## config.mk

```make
export PLATFORM = sky130hd
export DESIGN_NAME = vga_driver
export DESIGN_NICKNAME = d
export VERILOG_FILES = /design/src/rtl/vga_driver.sv
export SDC_FILE = /design/constraint.sdc
export NUM_CORES = 1
export LEC_CHECK = 0
export ABC_AREA = 0
export BUFFER_PORTS_ARGS = -buffer_cell sky130_fd_sc_hd__buf_2
export CELL_PAD_IN_SITES_DETAIL_PLACEMENT = 2
export CELL_PAD_IN_SITES_GLOBAL_PLACEMENT = 2
export CORE_UTILIZATION = 39
export DETAILED_ROUTE_END_ITERATION = 8
export PLACE_DENSITY = 0.8
export SYNTH_ARGS = -nofsm -noshare
export SYNTH_HDL_FRONTEND = slang
export SYNTH_SLANG_ARGS = --single-unit
```

## constraint.sdc

```tcl
create_clock -name clk -period 2.2 [get_ports clk]
set_input_delay 0.44 -clock clk [delete_from_list [all_inputs] [get_ports clk]]
set_output_delay 0.44 -clock clk [all_outputs]
set_load 0.03 [all_outputs]
```

## src/rtl/vga_driver.sv

```systemverilog
// rtl/vga_driver.sv - 640x480@60 single-box VGA demo driven by four push-buttons.
// Build macro DRIVER_DEBOUNCE_EN compiles in the per-button stability counter.

module vga_btn_cond #(
   parameter int DEBOUNCE_CYCLES = 500000
) (
   input  logic clk,
   input  logic rst_n,
   input  logic btn,
   output logic press
);
   logic sync1;
   logic sync2;
   logic level;
   logic level_q;

   always_ff @(posedge clk or negedge rst_n) begin
      if (!rst_n) begin
         sync1 <= 1'b0;
         sync2 <= 1'b0;
      end else begin
         sync1 <= btn;
         sync2 <= sync1;
      end
   end

`ifdef DRIVER_DEBOUNCE_EN
   localparam int CW = (DEBOUNCE_CYCLES > 1) ? $clog2(DEBOUNCE_CYCLES + 1) : 1;

   typedef enum logic {
      RELEASED = 1'b0,
      PRESSED  = 1'b1
   } db_state_t;

   db_state_t     state;
   db_state_t     state_next;
   logic [CW-1:0] count;
   logic [CW-1:0] count_next;

   always_ff @(posedge clk or negedge rst_n) begin
      if (!rst_n) begin
         state <= RELEASED;
         count <= '0;
      end else begin
         state <= state_next;
         count <= count_next;
      end
   end

   // Any return to the accepted level restarts the stability count.
   always_comb begin
      state_next = state;
      count_next = count;
      if (sync2 == (state == PRESSED)) begin
         count_next = '0;
      end else if (count == CW'(DEBOUNCE_CYCLES - 1)) begin
         count_next = '0;
         state_next = (state == PRESSED) ? RELEASED : PRESSED;
      end else begin
         count_next = count + 1'b1;
      end
   end

   assign level = (state == PRESSED);
`else
   logic unused_cfg;
   assign unused_cfg = (DEBOUNCE_CYCLES > 0);
   assign level      = sync2;
`endif

   always_ff @(posedge clk or negedge rst_n) begin
      if (!rst_n) begin
         level_q <= 1'b0;
      end else begin
         level_q <= level;
      end
   end

   assign press = level & ~level_q;
endmodule

module vga_driver #(
   parameter int DEBOUNCE_CYCLES = 500000,
   parameter int STEP            = 16,
   parameter int BOX_W           = 64,
   parameter int BOX_H           = 64,
   parameter int BOX_Y           = 400
) (
   input  logic       clk,
   input  logic       sw,
   input  logic       btnR,
   input  logic       btnL,
   input  logic       btnM,
   input  logic       btnT,
   output logic [2:0] vgaRed,
   output logic [2:0] vgaGreen,
   output logic [1:0] vgaBlue,
   output logic       Hsync,
   output logic       Vsync
);
   localparam int H_VIS    = 640;
   localparam int H_SYNC_S = 656;
   localparam int H_SYNC_E = 751;
   localparam int H_TOTAL  = 800;
   localparam int V_VIS    = 480;
   localparam int V_SYNC_S = 490;
   localparam int V_SYNC_E = 491;
   localparam int V_TOTAL  = 525;
   localparam int X_MAX    = H_VIS - BOX_W;
   localparam int X_CENTRE = X_MAX / 2;

   logic       rst_n;
   logic [1:0] div;
   logic       tick;
   logic [9:0] hcount;
   logic [9:0] vcount;
   logic [9:0] box_x;
   logic [9:0] box_x_next;
   logic [1:0] colour_idx;
   logic       press_r;
   logic       press_l;
   logic       press_m;
   logic       press_t;
   logic       visible;
   logic       in_x;
   logic       in_y;
   logic       hsync_next;
   logic       vsync_next;
   logic [7:0] box_rgb;
   logic [7:0] rgb_next;

   assign rst_n = sw;

   vga_btn_cond #(.DEBOUNCE_CYCLES(DEBOUNCE_CYCLES)) u_btn_r (
      .clk(clk), .rst_n(rst_n), .btn(btnR), .press(press_r));
   vga_btn_cond #(.DEBOUNCE_CYCLES(DEBOUNCE_CYCLES)) u_btn_l (
      .clk(clk), .rst_n(rst_n), .btn(btnL), .press(press_l));
   vga_btn_cond #(.DEBOUNCE_CYCLES(DEBOUNCE_CYCLES)) u_btn_m (
      .clk(clk), .rst_n(rst_n), .btn(btnM), .press(press_m));
   vga_btn_cond #(.DEBOUNCE_CYCLES(DEBOUNCE_CYCLES)) u_btn_t (
      .clk(clk), .rst_n(rst_n), .btn(btnT), .press(press_t));

   // Tick on the last divider phase so hcount reaches 656 exactly 656*4 clk after reset.
   assign tick = (div == 2'd3);

   always_ff @(posedge clk or negedge rst_n) begin
      if (!rst_n) begin
         div    <= '0;
         hcount <= '0;
         vcount <= '0;
      end else begin
         div <= div + 2'd1;
         if (tick) begin
            if (hcount == 10'(H_TOTAL - 1)) begin
               hcount <= '0;
               if (vcount == 10'(V_TOTAL - 1)) begin
                  vcount <= '0;
               end else begin
                  vcount <= vcount + 10'd1;
               end
            end else begin
               hcount <= hcount + 10'd1;
            end
         end
      end
   end

   always_comb begin
      box_x_next = box_x;
      if (press_m) begin
         box_x_next = 10'(X_CENTRE);
      end else if (!(press_r && press_l)) begin
         if (press_r) begin
            box_x_next = (box_x >= 10'(X_MAX - STEP)) ? 10'(X_MAX) : box_x + 10'(STEP);
         end else if (press_l) begin
            box_x_next = (box_x <= 10'(STEP)) ? 10'd0 : box_x - 10'(STEP);
         end
      end
   end

   always_ff @(posedge clk or negedge rst_n) begin
      if (!rst_n) begin
         box_x      <= 10'(X_CENTRE);
         colour_idx <= '0;
      end else begin
         box_x <= box_x_next;
         if (press_t) begin
            colour_idx <= colour_idx + 2'd1;
         end
      end
   end

   always_comb begin
      box_rgb = 8'h00;
      case (colour_idx)
         2'd0:    box_rgb = {3'd7, 3'd0, 2'd0};
         2'd1:    box_rgb = {3'd0, 3'd7, 2'd0};
         2'd2:    box_rgb = {3'd0, 3'd0, 2'd3};
         default: box_rgb = {3'd7, 3'd7, 2'd3};
      endcase
   end

   always_comb begin
      visible    = (hcount < 10'(H_VIS)) && (vcount < 10'(V_VIS));
      in_x       = (hcount >= box_x) && ({1'b0, hcount} < ({1'b0, box_x} + 11'(BOX_W)));
      in_y       = (vcount >= 10'(BOX_Y)) && ({1'b0, vcount} < 11'(BOX_Y + BOX_H));
      hsync_next = !((hcount >= 10'(H_SYNC_S)) && (hcount <= 10'(H_SYNC_E)));
      vsync_next = !((vcount >= 10'(V_SYNC_S)) && (vcount <= 10'(V_SYNC_E)));
      rgb_next   = (visible && in_x && in_y) ? box_rgb : 8'h00;
   end

   // All pins are registered together so sync and colour stay aligned.
   always_ff @(posedge clk or negedge rst_n) begin
      if (!rst_n) begin
         Hsync    <= 1'b1;
         Vsync    <= 1'b1;
         vgaRed   <= '0;
         vgaGreen <= '0;
         vgaBlue  <= '0;
      end else begin
         Hsync    <= hsync_next;
         Vsync    <= vsync_next;
         vgaRed   <= rgb_next[7:5];
         vgaGreen <= rgb_next[4:2];
         vgaBlue  <= rgb_next[1:0];
      end
   end
endmodule

```

Yosys cells after proc, flatten, opt, wreduce, memory -nomap -nowiden
Index checks and enable logic that the tools add are counted.
Storage, ports and cells
  bits in registers: 56
  input port bits: 6
  output and inout port bits: 10
  logic and storage cells: 79
Operators by class
  $add $sub $neg: 7
  order comparisons: 12
  eq/ne operators: 6
  multiplexer cells: 10
  bitwise logic cells: 8
  reduce and logical (&&, ||, !) cells: 14
Operators by type and width (number)
  10-bit two-way mux: 8
  8-bit case mux with 3 select lines: 1
  10-bit by 1-bit adder with 10-bit output, second input constant: 2
  10-bit == test, second input constant: 2
  10-bit >= comparator, second input constant: 2
  10-bit by 9-bit >= comparator with 1-bit output, second input constant: 2
  10-bit by 9-bit < comparator with 1-bit output, second input constant: 2
  10-bit by 7-bit adder with 11-bit output, second input constant: 1
  10-bit by 11-bit < comparator with 1-bit output: 1
  10-bit by 5-bit adder with 10-bit output, second input constant: 1
  10-bit >= comparator: 1
  10-bit <= comparator, second input constant: 1
  10-bit by 5-bit <= comparator with 1-bit output, second input constant: 1
  10-bit by 9-bit <= comparator with 1-bit output, second input constant: 1
  10-bit < comparator, second input constant: 1
  10-bit by 5-bit subtractor with 10-bit output, second input constant: 1
  1-bit logical AND: 8
  8-bit two-way mux: 1
  2-bit by 1-bit adder with 2-bit output, second input constant: 2
  1-bit bitwise AND: 4
  2-bit == test, second input constant: 2
  1-bit inverter: 4
  2-bit AND reduction: 2
  3-bit nonzero test: 1
  4 further kinds: 5

Longest topological paths before layout
Gate-level depths: netlist (run 1).
  depth after elaboration: 6
  mapped depth: 8
  mapped depth without buffers: 8

Hierarchy
From an unflattened synthesis (run 1), not the netlist that was laid out.
Unflattened totals
  cells, all modules: 258
  area, all modules: 2680.1 um2
By module, submodules not included
  vga_driver: instances 1, cells each 242, area each 2324.7 um2
  vga_btn_cond: instances 4, cells each 4, area each 88.8 um2

Worst setup path after synthesis (run 1)
Ideal clock, no wire load.
  path type: register to register
  start: register box_x[8]
  end: register vgaBlue[0]
  setup time: 101 ps
  data arrival time: 1879 ps
  required time: 2099 ps
  setup slack: 220 ps
  cell stages (with the launch flop): 8
  period minus slack after synthesis: 1980 ps
  path through: dfstp_2 > clkbuf_1 > nand3_1 > xnor2_1 > ha_1 > a21oi_1 > o221ai_1 > nor4_1
Between the ends
  cells in the longest elaborated chain, start to end: 6
  elaborated cells between the ends (all ways): 7
  those cells by class: 1 x add/sub; 2 x order compare; 1 x mux; 3 x reduce/logical
RTL lines
  start, declared: line 117  | logic [9:0] box_x;
  start signal, assigned: line 183  | box_x <= 10'(X_CENTRE);
  start signal, assigned: line 186  | box_x <= box_x_next;
  10-bit by 7-bit adder with 11-bit output: line 205  | in_x = (hcount >= box_x) && ({1'b0, hcount} < ({1'b0, box_x} + 11'(BOX_W)));
  10-bit by 11-bit < comparator with 1-bit output: line 205
  1-bit logical AND (*): line 205
  1-bit logical AND (*) (2 in series): line 209  | rgb_next = (visible && in_x && in_y) ? box_rgb : 8'h00;
  8-bit two-way mux (*): line 209
  net rgb_next[0]: line 130  | logic [7:0] rgb_next;
  end signal, assigned: line 225  | vgaBlue <= rgb_next[1:0];
  end, declared: line 97  | output logic [1:0] vgaBlue,
The timed path passes the listed nets; every way through them passes the cells marked *.
A chain may end at the register's enable or synchronous reset.

Worst setup path in the final report (run 1)
  start: register box_x[7]
  end: register vgaGreen[1]
Between the ends
  cells in the longest elaborated chain, start to end: 6
  elaborated cells between the ends (all ways): 7
  those cells by class: 1 x add/sub; 2 x order compare; 1 x mux; 3 x reduce/logical
RTL lines
  10-bit by 7-bit adder with 11-bit output: line 205
  10-bit by 11-bit < comparator with 1-bit output: line 205
  1-bit logical AND (*): line 205
  1-bit logical AND (*) (2 in series): line 209
  8-bit two-way mux (*): line 209
  end signal, assigned: line 224  | vgaGreen <= rgb_next[4:2];
  end, declared: line 96  | output logic [2:0] vgaGreen,
Mark *: on every way between the ends. The rest lies on a longest branch, timed or not.

==> results.md, run 1 <==
- Status: complete, but fails checks
- Failing checks: design-rule violations
- R2R setup slack: 120 ps
- Sequential-to-total area share from yosys stat: 44.8%
- WL final: 6000 um
- GRT overflow: 0
- Fraction of layout cells with a size suffix above 1: 17.3%
- P&R area growth vs syn: 10.8%
- Post-layout net count: 311
- Vias: 1,983
- Total Routing Usage GR: 18.5%
- Post-synth net total: 288
- Startpoint types: flop
- Clk root buf: clkbuf_8
- Largest net degree at the start of global routing: 48
- Reg2Reg Launch Point: box_x[7]$_DFFE_PN0P_
- Final ANT Viol Nets: 0
- Slew @ Worst Pin: 613 ps
- Via density: 5.51
- Clk_skew: 3.86 ps
- Final worst path period share: 94.7%
- Clk_lat worst skew: 300 ps
- Number of synthesized register bits: 47
- Leakage: 1.35 nW
- Reg2reg end: vgaGreen[1]$_DFF_PN0_
- Period minus WS final: 2080 ps
- Synth Flop Type: dfrtp_1
- Initial antenna violation count: 0
- CTS tree: built
- Most common cell after layout, fill and taps aside: dfrtp_1
- Post-synth EDFFs: 0
- RSZ-0062 raised after global routing: no
- Critical path data required time: 2410 ps
- Mapped Area: 0.00264 mm2
- IO buf count: 15
- Post-CTS resize count: 0
- DR iter-0 viols: 52
- WL/cell: 16.7 um
- # diodes: 0
- H-tree levels: 2
- DR pass1 iterations: 6
- Post-CTS setup buffers: 0
- FF-to-FF path depth: 7
- Hold slack: 232 ps
- Crit Path Class: reg2reg
- FFs w/ async S/R, synth: 100%
- Cts bufs inserted: 5
- Post-route cell area: 0.00292 mm2
- Cts hold-fix bufs: 0
- Fin util: 45.5%
- Die W: 84.2 um
- Starting Density: 41.0%
- Routability Congestion: 0.799
- Critical Path Fanout Max: 7
- Unique masters post-synth: 52
- Pre-CTS setup slack: 146 ps
- Hold Vio Cnt, Final: 0
- Pwr Density: 727 mW/mm2
- Die area: 0.00709 mm2
- Setup violators final: 0
- Worst hold path type: in2async
- Vias in the first global route: 2,124
- Clock buffer depth: 2
- Syn avg cell area: 10.2 um2
- Clock transition at the registers of the reported paths: 90 ps
- CORE AREA: 0.00642 mm2
- Total of max-cap violations: 0
- CP endpoint kind: flop
- Final Slew Violations: 0
- Worst ir drop on vdd: 0.386 mV
- Placed instance area: 0.00284 mm2
- CTS sink count: 47
- Detailed Place HPWL: 4480 um
- Most frequent cells in the layout: dfrtp_1, ha_1, nand2_1
- First-pass GRT wire length: 10,400 um
- Setup TNS: 0 ps
- FMAX: 480 MHz
- Site Rows: 29
- Ys Warns: 0
- DRC viols: 2
- Gate Count Post-Synth: 259
- Die H: 84.2 um
- I/O pin total: 16
- Layout fillers: 687
- Headroom to the max-slew limit: 59.1%
- Crit path arrival time: 2290 ps
- PnR worst setup slack: 116 ps
-- registers in the layout (all words and copies together), names as in the netlist, 2 cells and up --
| signal | count |
|---|---|
| div | 2 |
| colour_idx | 2 |
| vcount | 10 |
| box_x | 6 |
| hcount | 10 |
-- worst max-delay path by stage --
stage / startpoint / end
floorplan: box_x[8]$_DFFE_PN1P_ / vgaBlue[0]$_DFF_PN0_
finish: box_x[7]$_DFFE_PN0P_ / vgaGreen[1]$_DFF_PN0_
global route: box_x[7]$_DFFE_PN0P_ / vgaGreen[1]$_DFF_PN0_
detailed placement: box_x[7]$_DFFE_PN0P_ / vgaBlue[0]$_DFF_PN0_
global placement: box_x[7]$_DFFE_PN0P_ / vgaBlue[0]$_DFF_PN0_
CTS: box_x[7]$_DFFE_PN0P_ / vgaGreen[1]$_DFF_PN0_
-- cell families after synthesis --
group | after synthesis | share of synthesized area [%]
DFF | 47 | 44.8
AOI/OAI and AO/OA | 48 | 12.2
muxes | 4 | 1.76
xor gates and xnor gates | 17 | 5.65
buffers and inverters | 30 | 5.65
and+or+nand+nor | 90 | 19.1
adders and majority gates | 23 | 10.9
-- power by group --
group	internal [mW]	switching, mW	total, mW
combinational	0.256	0.318	0.574
clock	0.223	0.301	0.524
sequential	0.936	0.0884	1.02
total	1.41	0.708	2.12
-- area by class of cell --
| cell class | count | area (um2) | share of cell area [%] |
|---|---|---|---|
| inverter | 15 | 56.3 | 1.93 |
| tap | 77 | 96.3 | 3.30 |
| timing repair buffer | 31 | 195 | 6.68 |
| clock buffer | 6 | 72.6 | 2.49 |
| clock inverter | 2 | 12.5 | 0.428 |
| sequential | 47 | 1180 | 40.4 |
| multi-input combinational | 182 | 1310 | 44.7 |
-- metal layers --
metal	share of wire, %	track usage [%]
met1	48	24.0
met2	49	32.1
met3	1.9	2.95
met4	0.85	5.02
met5	0	0
-- cell usage after synthesis, types with 4 or more instances --
cell / number / area, um2
nor4_1: 5 / 31.3
dfstp_2: 4 / 105
a21oi_1: 9 / 45.0
nor2_1: 12 / 45.0
ha_1: 23 / 288
nand3_1: 12 / 60.1
nor3_1: 6 / 30.0
nand2_1: 21 / 78.8
inv_1: 15 / 56.3
and3_1: 4 / 25.0
clkbuf_1: 4 / 15.0
o21ai_0: 13 / 65.1
xnor2_1: 14 / 123
nand4_1: 5 / 31.3
dfrtp_1: 43 / 1080
buf_4: 7 / 52.6
nand2b_1: 5 / 31.3
-- critical path, stage by stage, from the launching register on --
cell and delay (ps):
dfrtp_1 470, ha_1 280, xnor2_1 150, ha_1 300, a21o_1 170, a21oi_1 150, o221ai_1 180, nor4_1 300
-- stage by stage --
step / power (mW) / cells
5_1_grt: 2.26 / 360
2_1_floorplan: 1.40 / 259
4_1_cts: 2.15 / 360
3_3_place_gp: 1.59 / 352
6_report: 2.12 / 360
3_5_place_dp: 1.62 / 352
Power figures use the tool's default switching activity.
==> run 2, diff against run 1 <==
--- a/config.mk
+++ b/config.mk
@@ -9,9 +9,9 @@
 export BUFFER_PORTS_ARGS = -buffer_cell sky130_fd_sc_hd__buf_2
 export CELL_PAD_IN_SITES_DETAIL_PLACEMENT = 2
 export CELL_PAD_IN_SITES_GLOBAL_PLACEMENT = 2
-export CORE_UTILIZATION = 39
+export CORE_UTILIZATION = 30
 export DETAILED_ROUTE_END_ITERATION = 8
-export PLACE_DENSITY = 0.8
+export PLACE_DENSITY = 0.65
 export SYNTH_ARGS = -nofsm -noshare
 export SYNTH_HDL_FRONTEND = slang
 export SYNTH_SLANG_ARGS = --single-unit
==> results.md, run 2 (synthesis gave the netlist of run 1 again) <==
- Headroom to the max-slew limit: 58.3%
- Post-CTS setup buffers: 0
- DR pass1 iterations: 4
- Clk_lat worst skew: 300 ps
- Critical path data required time: 2400 ps
- # diodes: 0
- PnR worst setup slack: 141 ps
- Final Slew Violations: 0
- Clock transition at the registers of the reported paths: 90 ps
- Cts hold-fix bufs: 0
- Via density: 5.17
- I/O pin total: 16
- Vias in the first global route: 2,200
- GRT overflow: 0
- Critical Path Fanout Max: 7
- Post-route cell area: 0.00294 mm2
- Crit Path Class: reg2reg
- Clk root buf: clkbuf_8
- Die area: 0.00917 mm2
- Post-CTS resize count: 0
- Leakage: 1.34 nW
- Worst hold path type: in2async
- First-pass GRT wire length: 10,900 um
- Routability Congestion: 0.766
- CTS tree: built
- Status: finished clean
- IO buf count: 15
- Reg2reg end: vgaBlue[0]$_DFF_PN0_
- Worst ir drop on vdd: 0.236 mV
- Period minus WS final: 2060 ps
- Cts bufs inserted: 5
- P&R area growth vs syn: 11.6%
- CORE AREA: 0.00834 mm2
- FF-to-FF path depth: 7
- Most common cell after layout, fill and taps aside: dfrtp_1
- Site Rows: 33
- Pwr Density: 710 mW/mm2
- WL final: 6140 um
- Hold Vio Cnt, Final: 0
- Clk_skew: 8.97 ps
- DR iter-0 viols: 46
- Post-layout net count: 309
- Placed instance area: 0.00286 mm2
- Clock buffer depth: 2
- Slew @ Worst Pin: 626 ps
- Starting Density: 31.6%
- Pre-CTS setup slack: 99.9 ps
- Biggest registers after layout: hcount x10, vcount x10, box_x x6
- WL/cell: 15.9 um
- FMAX: 486 MHz
- Overall Power: 2.09 mW
- Vias: 1,994
- Detailed Place HPWL: 4580 um
- Most frequent cells in the layout: dfrtp_1, ha_1, nand2_1
- Die H: 95.7 um
- H-tree levels: 2
- Final ANT Viol Nets: 0
- CP startpoint: box_x[7]$_DFFE_PN0P_
- Total of max-cap violations: 0
- Die W: 95.7 um
- DRC viols: 0
- Fraction of layout cells with a size suffix above 1: 16.7%
- CTS sink count: 47
- Startpoint types: flop
- Crit path arrival time: 2260 ps
- Reg2Reg Launch Point: box_x[7]$_DFFE_PN0P_
- Setup violators final: 0
- Largest net degree at the start of global routing: 48
- Setup TNS: 0 ps
- Initial antenna violation count: 0
- CP endpoint kind: flop
- RSZ-0062 raised after global routing: no
- Final worst path period share: 93.6%
- Total Routing Usage GR: 15.6%
- R2R setup slack: 140 ps
## run 2: worst max-delay path by stage
| stage | to | depth (start not counted) |
|---|---|---|
| final | vgaBlue[0]$_DFF_PN0_ | 7 |
| after global routing | box_x[9]$_DFFE_PN0P_ | 6 |
| after CTS | box_x[6]$_DFFE_PN0P_ | 6 |
| after detailed placement | box_x[6]$_DFFE_PN0P_ | 6 |
| after global placement | vgaBlue[0]$_DFF_PN0_ | 7 |
| after floorplan | vgaBlue[0]$_DFF_PN0_ | 7 |
## run 2: stage by stage
step	util, %	cells	hold WS [ps]
final	35.3	386	224
after detailed placement	34.2	378	337
after CTS	35.2	386	223
after global routing	35.3	386	220
after floorplan	-	259	144
after global placement	34.2	378	332
## run 2: worst max-delay path: stages (launching register included)
cell      delay [ps]
dfrtp_1          470
ha_1             270
xnor2_1          140
ha_1             290
a21o_1           160
a21oi_1          140
o221ai_1         180
nor4_1           310
## run 2: per-layer routing
metal | GRT usage (%) | vias up | wire [um]
met5 | 0 | - | 0
met3 | 2.61 | 9 | 112
met1 | 19.5 | 1010 | 2890
li1 | - | 954 | -
met2 | 27.6 | 21 | 3050
met4 | 4.48 | 0 | 90
## run 2: where the power goes
| group | internal, mW | total, mW | leakage, nW | switching (mW) |
|---|---|---|---|---|
| combinational | 0.238 | 0.543 | 0.705 | 0.305 |
| sequential | 0.936 | 1.03 | 0.594 | 0.0906 |
| clock | 0.224 | 0.518 | 0.0422 | 0.294 |
| total | 1.40 | 2.09 | 1.34 | 0.690 |
## run 2: area by class of cell
class                   count  area (um2)
well taps                 105         131
clock inverters             1        5.00
clock buffers               7        76.3
multi-input cells         182        1310
fillers                   935        5400
repair buffers             29         180
flip-flops and latches     47        1180
inverters                  15        56.3
